$ cat src/rtl/dma_req_arbiter.sv
// Arbitrates the cache's refill and write-back DMA requests onto one engine.
// Write-back wins ties, bounded by a streak guard; completions time out.
module dma_req_arbiter #(
  parameter int ADDR_WIDTH      = 32,
  parameter int READ_BURST_LEN  = 8,
  parameter int WRITE_BURST_LEN = 8,
  parameter int TIMEOUT_CYC     = 256,
  parameter int WB_MAX_STREAK   = 4
) (
  input  logic                       cpu_clk,
  input  logic                       cpu_rst_n,
  input  logic                       dma_page_fault_happen,
  input  logic [ADDR_WIDTH-1:0]      dma_page_fault_addr,
  input  logic [READ_BURST_LEN-1:0]  dma_page_fault_burst_len,
  output logic                       dma_page_fault_done,
  input  logic                       dma_write_back_happen,
  input  logic [ADDR_WIDTH-1:0]      dma_write_back_addr,
  input  logic [WRITE_BURST_LEN-1:0] dma_write_back_burst_len,
  output logic                       dma_write_back_done,
  output logic                       eng_cmd_valid,
  input  logic                       eng_cmd_ready,
  output logic                       eng_cmd_write,
  output logic [ADDR_WIDTH-1:0]      eng_cmd_addr,
  output logic [WRITE_BURST_LEN-1:0] eng_cmd_len,
  input  logic                       eng_done,
  output logic                       busy,
  output logic                       timeout_err,
  output logic                       timeout_sticky
);

  localparam int CW = (TIMEOUT_CYC > 2) ? $clog2(TIMEOUT_CYC) : 1;
  localparam int SW = $clog2(WB_MAX_STREAK + 1);
  localparam logic [CW-1:0] CNT_LAST = CW'(TIMEOUT_CYC - 1);
  localparam logic [SW-1:0] STREAK_MAX = SW'(WB_MAX_STREAK);

  typedef enum logic [1:0] {
    S_IDLE,
    S_ISSUE,
    S_WAIT,
    S_RESP
  } state_e;

  state_e                     state_q, state_d;
  logic                       write_q, write_d;
  logic [ADDR_WIDTH-1:0]      addr_q, addr_d;
  logic [WRITE_BURST_LEN-1:0] len_q, len_d;
  logic [CW-1:0]              cnt_q, cnt_d;
  logic [SW-1:0]              streak_q, streak_d;
  logic                       to_q, to_d;
  logic                       sticky_q, sticky_d;

  logic pf_h, wb_h, in_idle;
  logic grant_wb, grant_pf, cnt_hit;

  assign pf_h    = dma_page_fault_happen;
  assign wb_h    = dma_write_back_happen;
  assign in_idle = (state_q == S_IDLE);
  assign cnt_hit = (cnt_q == CNT_LAST);

  // Page fault only overrides a pending write-back once the streak is full.
  assign grant_wb = in_idle & wb_h
                  & ~(pf_h & (streak_q == STREAK_MAX));
  assign grant_pf = in_idle & pf_h & ~grant_wb;

  always_ff @(posedge cpu_clk) begin
    if (!cpu_rst_n) state_q <= S_IDLE;
    else            state_q <= state_d;
  end

  always_comb begin
    state_d = state_q;
    unique case (state_q)
      S_IDLE:  if (pf_h || wb_h) state_d = S_ISSUE;
      S_ISSUE: if (eng_cmd_ready) state_d = S_WAIT;
      S_WAIT:  if (eng_done || cnt_hit) state_d = S_RESP;
      S_RESP:  state_d = S_IDLE;
      default: state_d = S_IDLE;
    endcase
  end

  always_comb begin
    write_d  = write_q;
    addr_d   = addr_q;
    len_d    = len_q;
    cnt_d    = cnt_q;
    streak_d = streak_q;
    if (grant_wb) begin
      write_d = 1'b1;
      addr_d  = dma_write_back_addr;
      len_d   = dma_write_back_burst_len;
      if (pf_h && streak_q != STREAK_MAX)
        streak_d = streak_q + SW'(1);
    end else if (grant_pf) begin
      write_d  = 1'b0;
      addr_d   = dma_page_fault_addr;
      len_d    = WRITE_BURST_LEN'(dma_page_fault_burst_len);
      streak_d = '0;
    end
    if (state_q == S_ISSUE)     cnt_d = '0;
    else if (state_q == S_WAIT) cnt_d = cnt_q + CW'(1);
    // A completion in the last wait cycle beats the timeout.
    to_d     = (state_q == S_WAIT) & cnt_hit & ~eng_done;
    sticky_d = sticky_q | to_d;
  end

  always_ff @(posedge cpu_clk) begin
    if (!cpu_rst_n) begin
      write_q  <= 1'b0;
      addr_q   <= '0;
      len_q    <= '0;
      cnt_q    <= '0;
      streak_q <= '0;
      to_q     <= 1'b0;
      sticky_q <= 1'b0;
    end else begin
      write_q  <= write_d;
      addr_q   <= addr_d;
      len_q    <= len_d;
      cnt_q    <= cnt_d;
      streak_q <= streak_d;
      to_q     <= to_d;
      sticky_q <= sticky_d;
    end
  end

  always_comb begin
    eng_cmd_valid       = (state_q == S_ISSUE);
    eng_cmd_write       = write_q;
    eng_cmd_addr        = addr_q;
    eng_cmd_len         = len_q;
    busy                = ~in_idle;
    dma_write_back_done = (state_q == S_RESP) & write_q;
    dma_page_fault_done = (state_q == S_RESP) & ~write_q;
    timeout_err         = (state_q == S_RESP) & to_q;
    timeout_sticky      = sticky_q;
  end

endmodule
$ cat config.mk
export PLATFORM = sky130hd
export DESIGN_NAME = dma_req_arbiter
export DESIGN_NICKNAME = d
export VERILOG_FILES = /design/src/rtl/dma_req_arbiter.sv
export SDC_FILE = /design/constraint.sdc
export NUM_CORES = 1
export LEC_CHECK = 0
export ABC_AREA = 1
export CORE_ASPECT_RATIO = 1.75
export CORE_MARGIN = 1.5
export CORE_UTILIZATION = 41
export DETAILED_ROUTE_END_ITERATION = 16
export GPL_TIMING_DRIVEN = 0
export PLACE_DENSITY = 0.9
export SLEW_MARGIN = 20
export SYNTH_ARGS = -nofsm -noshare
export SYNTH_HDL_FRONTEND = slang
export SYNTH_SLANG_ARGS = --single-unit
export TNS_END_PERCENT = 100
$ cat constraint.sdc
create_clock -name cpu_clk -period 1.7 [get_ports cpu_clk]
set_clock_uncertainty 0.1 [all_clocks]
set_input_delay 0.17 -clock cpu_clk [delete_from_list [all_inputs] [get_ports cpu_clk]]
set_output_delay 0.17 -clock cpu_clk [all_outputs]
set_load 0.02 [all_outputs]
## Word-level counts from Yosys, hierarchy flattened

Index checks and enable logic that the tools add are counted.

| word-level totals | value |
|---|---|
| output and inout bits | 47 |
| bits in registers | 56 |

| cells by class | value |
|---|---|
| eq/ne operators | 10 |
| muxes and demuxes | 13 |
| add/sub/neg operators | 2 |
| reductions and logical operators | 8 |
| bitwise operators | 17 |

Operators by type and width:

| kind | count |
|---|---|
| $mux 32 | 2 |
| $mux 8 | 2 |
| $and 1x1->1 | 10 |
| $mux 3 | 3 |
| $add 8x1->8 const B | 1 |
| $eq 8x8->1 const B | 1 |
| $pmux 2 s4 | 1 |
| $mux 2 | 3 |
| $ne 2x1->1 const B | 3 |
| $not 1->1 | 6 |
| $eq 2x2->1 const B | 2 |
| $add 3x1->3 const B | 1 |
| $eq 3x3->1 const B | 1 |
| $ne 3x3->1 const B | 1 |
| $reduce_and 3->1 | 1 |
| $eq 2x1->1 const B | 1 |
| $logic_not 2->1 | 1 |
| $logic_or 1x1->1 | 2 |
| $mux 1 | 2 |
| $ne 2x2->1 const B | 1 |
| $reduce_and 2->1 | 1 |
| $reduce_bool 2->1 | 1 |
| $reduce_or 2->1 | 1 |
| $logic_and 1x1->1 | 1 |
| $or 1x1->1 | 1 |

## Depth between registers and ports, before layout

| depth | value |
|---|---|
| word-level depth | 8 |
| mapped depth | 10 |
| mapped depth without buffers | 9 |

## Worst setup path after synthesis

Ideal clock, no wire load.

| timing | value |
|---|---|
| kind | reg2reg |
| start | reg state_q[0] |
| end | reg addr_q[16], in the netlist eng_cmd_addr[16] |
| required time | 1.468 ns |
| slack | 0.161 ns |
| setup time | 0.132 ns |
| arrival time | 1.306 ns |
| stages on the path, launching flop included | 10 |
| path buffers | 1 |
| cell sequence | dfxtp_1 > inv_1 > ha_1 > nand2_1 > inv_1 > nand2_2 > buf_1 > o21ai_0 > nand2_1 > a21oi_1 |

| between the ends | value |
|---|---|
| cells in the longest elaborated chain, start to end | 6 |
| elaborated cells between the ends (all ways) | 8 |

Ends and longest elaborated chain:

| element | RTL line | source |
|---|---|---|
| start, declared | 43 | `state_e state_q, state_d;` |
| start signal, assigned | 67 | `else state_q <= state_d;` |
| $logic_not 2->1 * | 57 | `assign in_idle = (state_q == S_IDLE);` |
| $and 1x1->1 | 61 | `assign grant_wb = in_idle & wb_h` |
| $and 1x1->1 | 62 | `& ~(pf_h & (streak_q == STREAK_MAX));` |
| $not 1->1 | 63 | `assign grant_pf = in_idle & pf_h & ~grant_wb;` |
| $and 1x1->1 | 63 |  |
| $reduce_bool 2->1 (no source line) | - |  |
| end signal, assigned | 117 | `addr_q <= addr_d;` |
| end, declared | 45 | `logic [ADDR_WIDTH-1:0] addr_q, addr_d;` |

Every way passes the cells marked *; elsewhere a longest branch is shown, timed or not.
A chain may end at the register's enable or synchronous reset.

## Final worst setup path

| timing | value |
|---|---|
| start | reg state_q[0] |
| end | reg addr_q[8], in the netlist eng_cmd_addr[8] |

The elaborated chain is that of the path after synthesis.

==> flow_metrics.tcl <==
set metrics [dict create \
    status "finished, final reports clean" \
    hp-start "eng_cmd_addr[25]" \
    synth-seq-cells 56 \
    share_seq_of_total_power 0.303 \
    drive_gt1_frac 0.0569 \
    period_share 0.958 \
    dieArea_um2 7520 \
    core_um2 6810 \
    max_slew_margin 0.652 \
    gp_congestion 0.777 \
    final_core_util 0.660 \
    fin_ws_ns 0.0720 \
    antenna_found_initial 0 \
    io_pins 133 \
    die_h_um 114 \
    multi_input_area_um2 1310 \
    grt_pass1_wl_um 13200 \
    switchingPower_mw 2.57 \
    grt_max_degree 16 \
    cp.required_ns 1.76 \
    drt_wl_total_um 8290 \
    place_ws_ns -0.227 \
    instances_no_fill 682 \
    cp-end-kind "flop" \
    min_path_type "reg2reg" \
    rr_startpoint "state_q[0]" \
    drt_iter0_drc 164 \
    crit_chain "inv_1 > ha_4 > nand2_1 > inv_1 > nand2_2 > inv_4 > buf_4 > nand2_1 > nand2_1 > a21oi_1" \
    vias_per_cell 4.75 \
    yosysWarnings 0 \
    first_pass_iters 4 \
    combinationalPowerShare 0.542 \
    dp_hpwl_um 6540 \
    synthDistinctLibCells 23 \
    pwr-share-clk 0.155 \
    p_leak_nw 2.14 \
    htree_levels 2 \
    powerDensity_nw_per_um2 1390 \
    hold_buffers 0 \
    root_buffer "clkbuf_16" \
    grtUsageTotal 0.221 \
    rows 40 \
    syn-instance-count 458 \
    die_x_um 66.2 \
    final_area_um2 4490 \
    postSynthAreaPerCell_um2 6.26 \
    worst_pin_slew_ns 0.522 \
    cts_num_sinks 56 \
    max-vdd-ir-drop_mv 0.832 \
    layout.nets 691 \
    final_common_cell "nand2_1" \
    fmax_mhz 614 \
    crit_arrival_ns 1.69 \
    slowest_delay_ns 0.34 \
    drc_errors 0 \
    grt_overflow 0 \
    antenna_cells 0 \
    sw_frac_of_total 0.411 \
    critPathTopFamily "buffers and inverters" \
    initial_core_util 0.421 \
    yosysTopAreaCellShare 0.391 \
    place_area_um2 4290 \
    drv_cap 0 \
    hold_viol 0 \
    area_growth_pct 56.8 \
    fill_cells 601 \
    crit_start "state_q[0]" \
    synthesis.nets 551 \
    cp_num_buf_inv 4 \
    layout_common_cells "nand2_1, clkdlybuf4s50_1, inv_1" \
    clk_latency_ns 0.29 \
    routedWlPerCell_um 12.2 \
    seq_area_um2 1120 \
    drtAntennaViolNets 0 \
    vias 3239 \
    path_max_fanout 10 \
    dp_cells 674 \
    p_int_mw 3.69 \
    syn_area_um2 2870 \
    drv_slew 0 \
    post-route-min-period_ns 1.63 \
    numCtsBuffers 5 \
    crit_top_cell "nand2_1" \
    rsz0062_at_grt "true" \
    clk_pin_slew_worst_paths_ns 0.07 \
    synth_area_leaders "dfxtp_1, nand2_1, inv_1, a21oi_1, o21ai_0" \
    crit_slowest_cell "dfxtp_2" \
    cts_buffer_depth 2 \
    io_buffers 132 \
    synth_top_area_cell "dfxtp_1" \
    seq_area_frac_synth 0.391 \
    worstSetupPathType "reg2reg" \
    grt_pass1_vias 3203 \
    cp-start-kind "flop" \
    setup_viol 0 \
    cts_tree "done" \
]
[path summary, 6_finish.rpt]
| check | cells after the start | slack, ns | end |
|---|---|---|---|
| worst max-delay path | 10 | 0.07 | eng_cmd_addr[8] |
| worst min-delay path | 2 | 0.36 | eng_cmd_addr[25] |
| worst max register to register | 10 | 0.07 | eng_cmd_addr[8] |
| worst min register to register | 2 | 0.36 | eng_cmd_addr[25] |
[cell usage after synthesis, drive strengths merged]
library cell and count:
a21oi 52, dfxtp 56, nand4 1, nor3 2, buf 8, xor2 1
ha 7, clkbuf 12, a31oi 1, o31ai 1, nor2 18, o21a 2
nand2 145, inv 102, nand3 5, xnor2 1, o21ai 44
[power by group through the flow]
stage                     clock network (mW)  logic, mW  registers (mW)
after floorplan                            0       1.52            2.28
after global placement                     0       3.18            1.89
after detailed placement                   0       3.26            1.91
after CTS                              0.988       3.33            1.89
after global routing                    1.04       3.77            1.93
final                                  0.970       3.39            1.90
[final cells by class]
class	instances	share of cell area
well taps	84	0.0234
clock buffers	6	0.0287
clock inverters	1	0.00111
inverters	102	0.0858
flip-flops and latches	56	0.250
multi-input cells	280	0.291
repair buffers	133	0.295
plain buffers	20	0.0256
[worst reg2reg max path, stage by stage, from the launching register on]
cell	delay, ns
dfxtp_2	0.34
inv_1	0.13
ha_4	0.19
nand2_1	0.06
inv_1	0.06
nand2_2	0.11
inv_4	0.12
buf_4	0.18
nand2_1	0.06
nand2_1	0.08
a21oi_1	0.06
[registers in the layout (all words and copies together), names as in the netlist]
name            cells
eng_cmd_addr       32
eng_cmd_write       1
cnt_q               8
to_q                1
streak_q            3
timeout_sticky      1
state_q             2
eng_cmd_len         8
[routing by layer]
layer | wire length [um] | part of all wire | up-vias | GRT usage
li1 | - | - | 1649 | -
met1 | 2940 | 0.35 | 1475 | 0.211
met2 | 4730 | 0.57 | 98 | 0.439
met3 | 435 | 0.052 | 17 | 0.0414
met4 | 192 | 0.023 | 0 | 0.0844
met5 | 0 | 0 | - | 0
[per-stage QoR]
| step | total power [mW] | setup TNS (ns) | hold slack (ns) |
|---|---|---|---|
| 2_1_floorplan | 3.80 | 0 | 0.188 |
| 3_3_place_gp | 5.07 | -4.74 | 0.350 |
| 3_5_place_dp | 5.17 | -7.15 | 0.355 |
| 4_1_cts | 6.21 | 0 | 0.365 |
| 5_1_grt | 6.75 | -0.998 | 0.383 |
| 6_report | 6.26 | 0 | 0.363 |
[kinds of logic (layout without fill, tap and decap cells)]
kind of cell / count (synthesis) / after routing / synth area share
xor+xnor: 2 / 2 / 0.00611
fa+ha+maj: 7 / 7 / 0.0306
buf+inv: 122 / 262 / 0.164
compound gates: 100 / 100 / 0.178
flops: 56 / 56 / 0.391
simple gates: 171 / 171 / 0.231
[repair_timing]
action,CTS,global route
resized for setup,25,16
setup buffers,0,1
endpoints found under the setup margin,49,48
No activity file was read; power rests on OpenSTA's default activity.
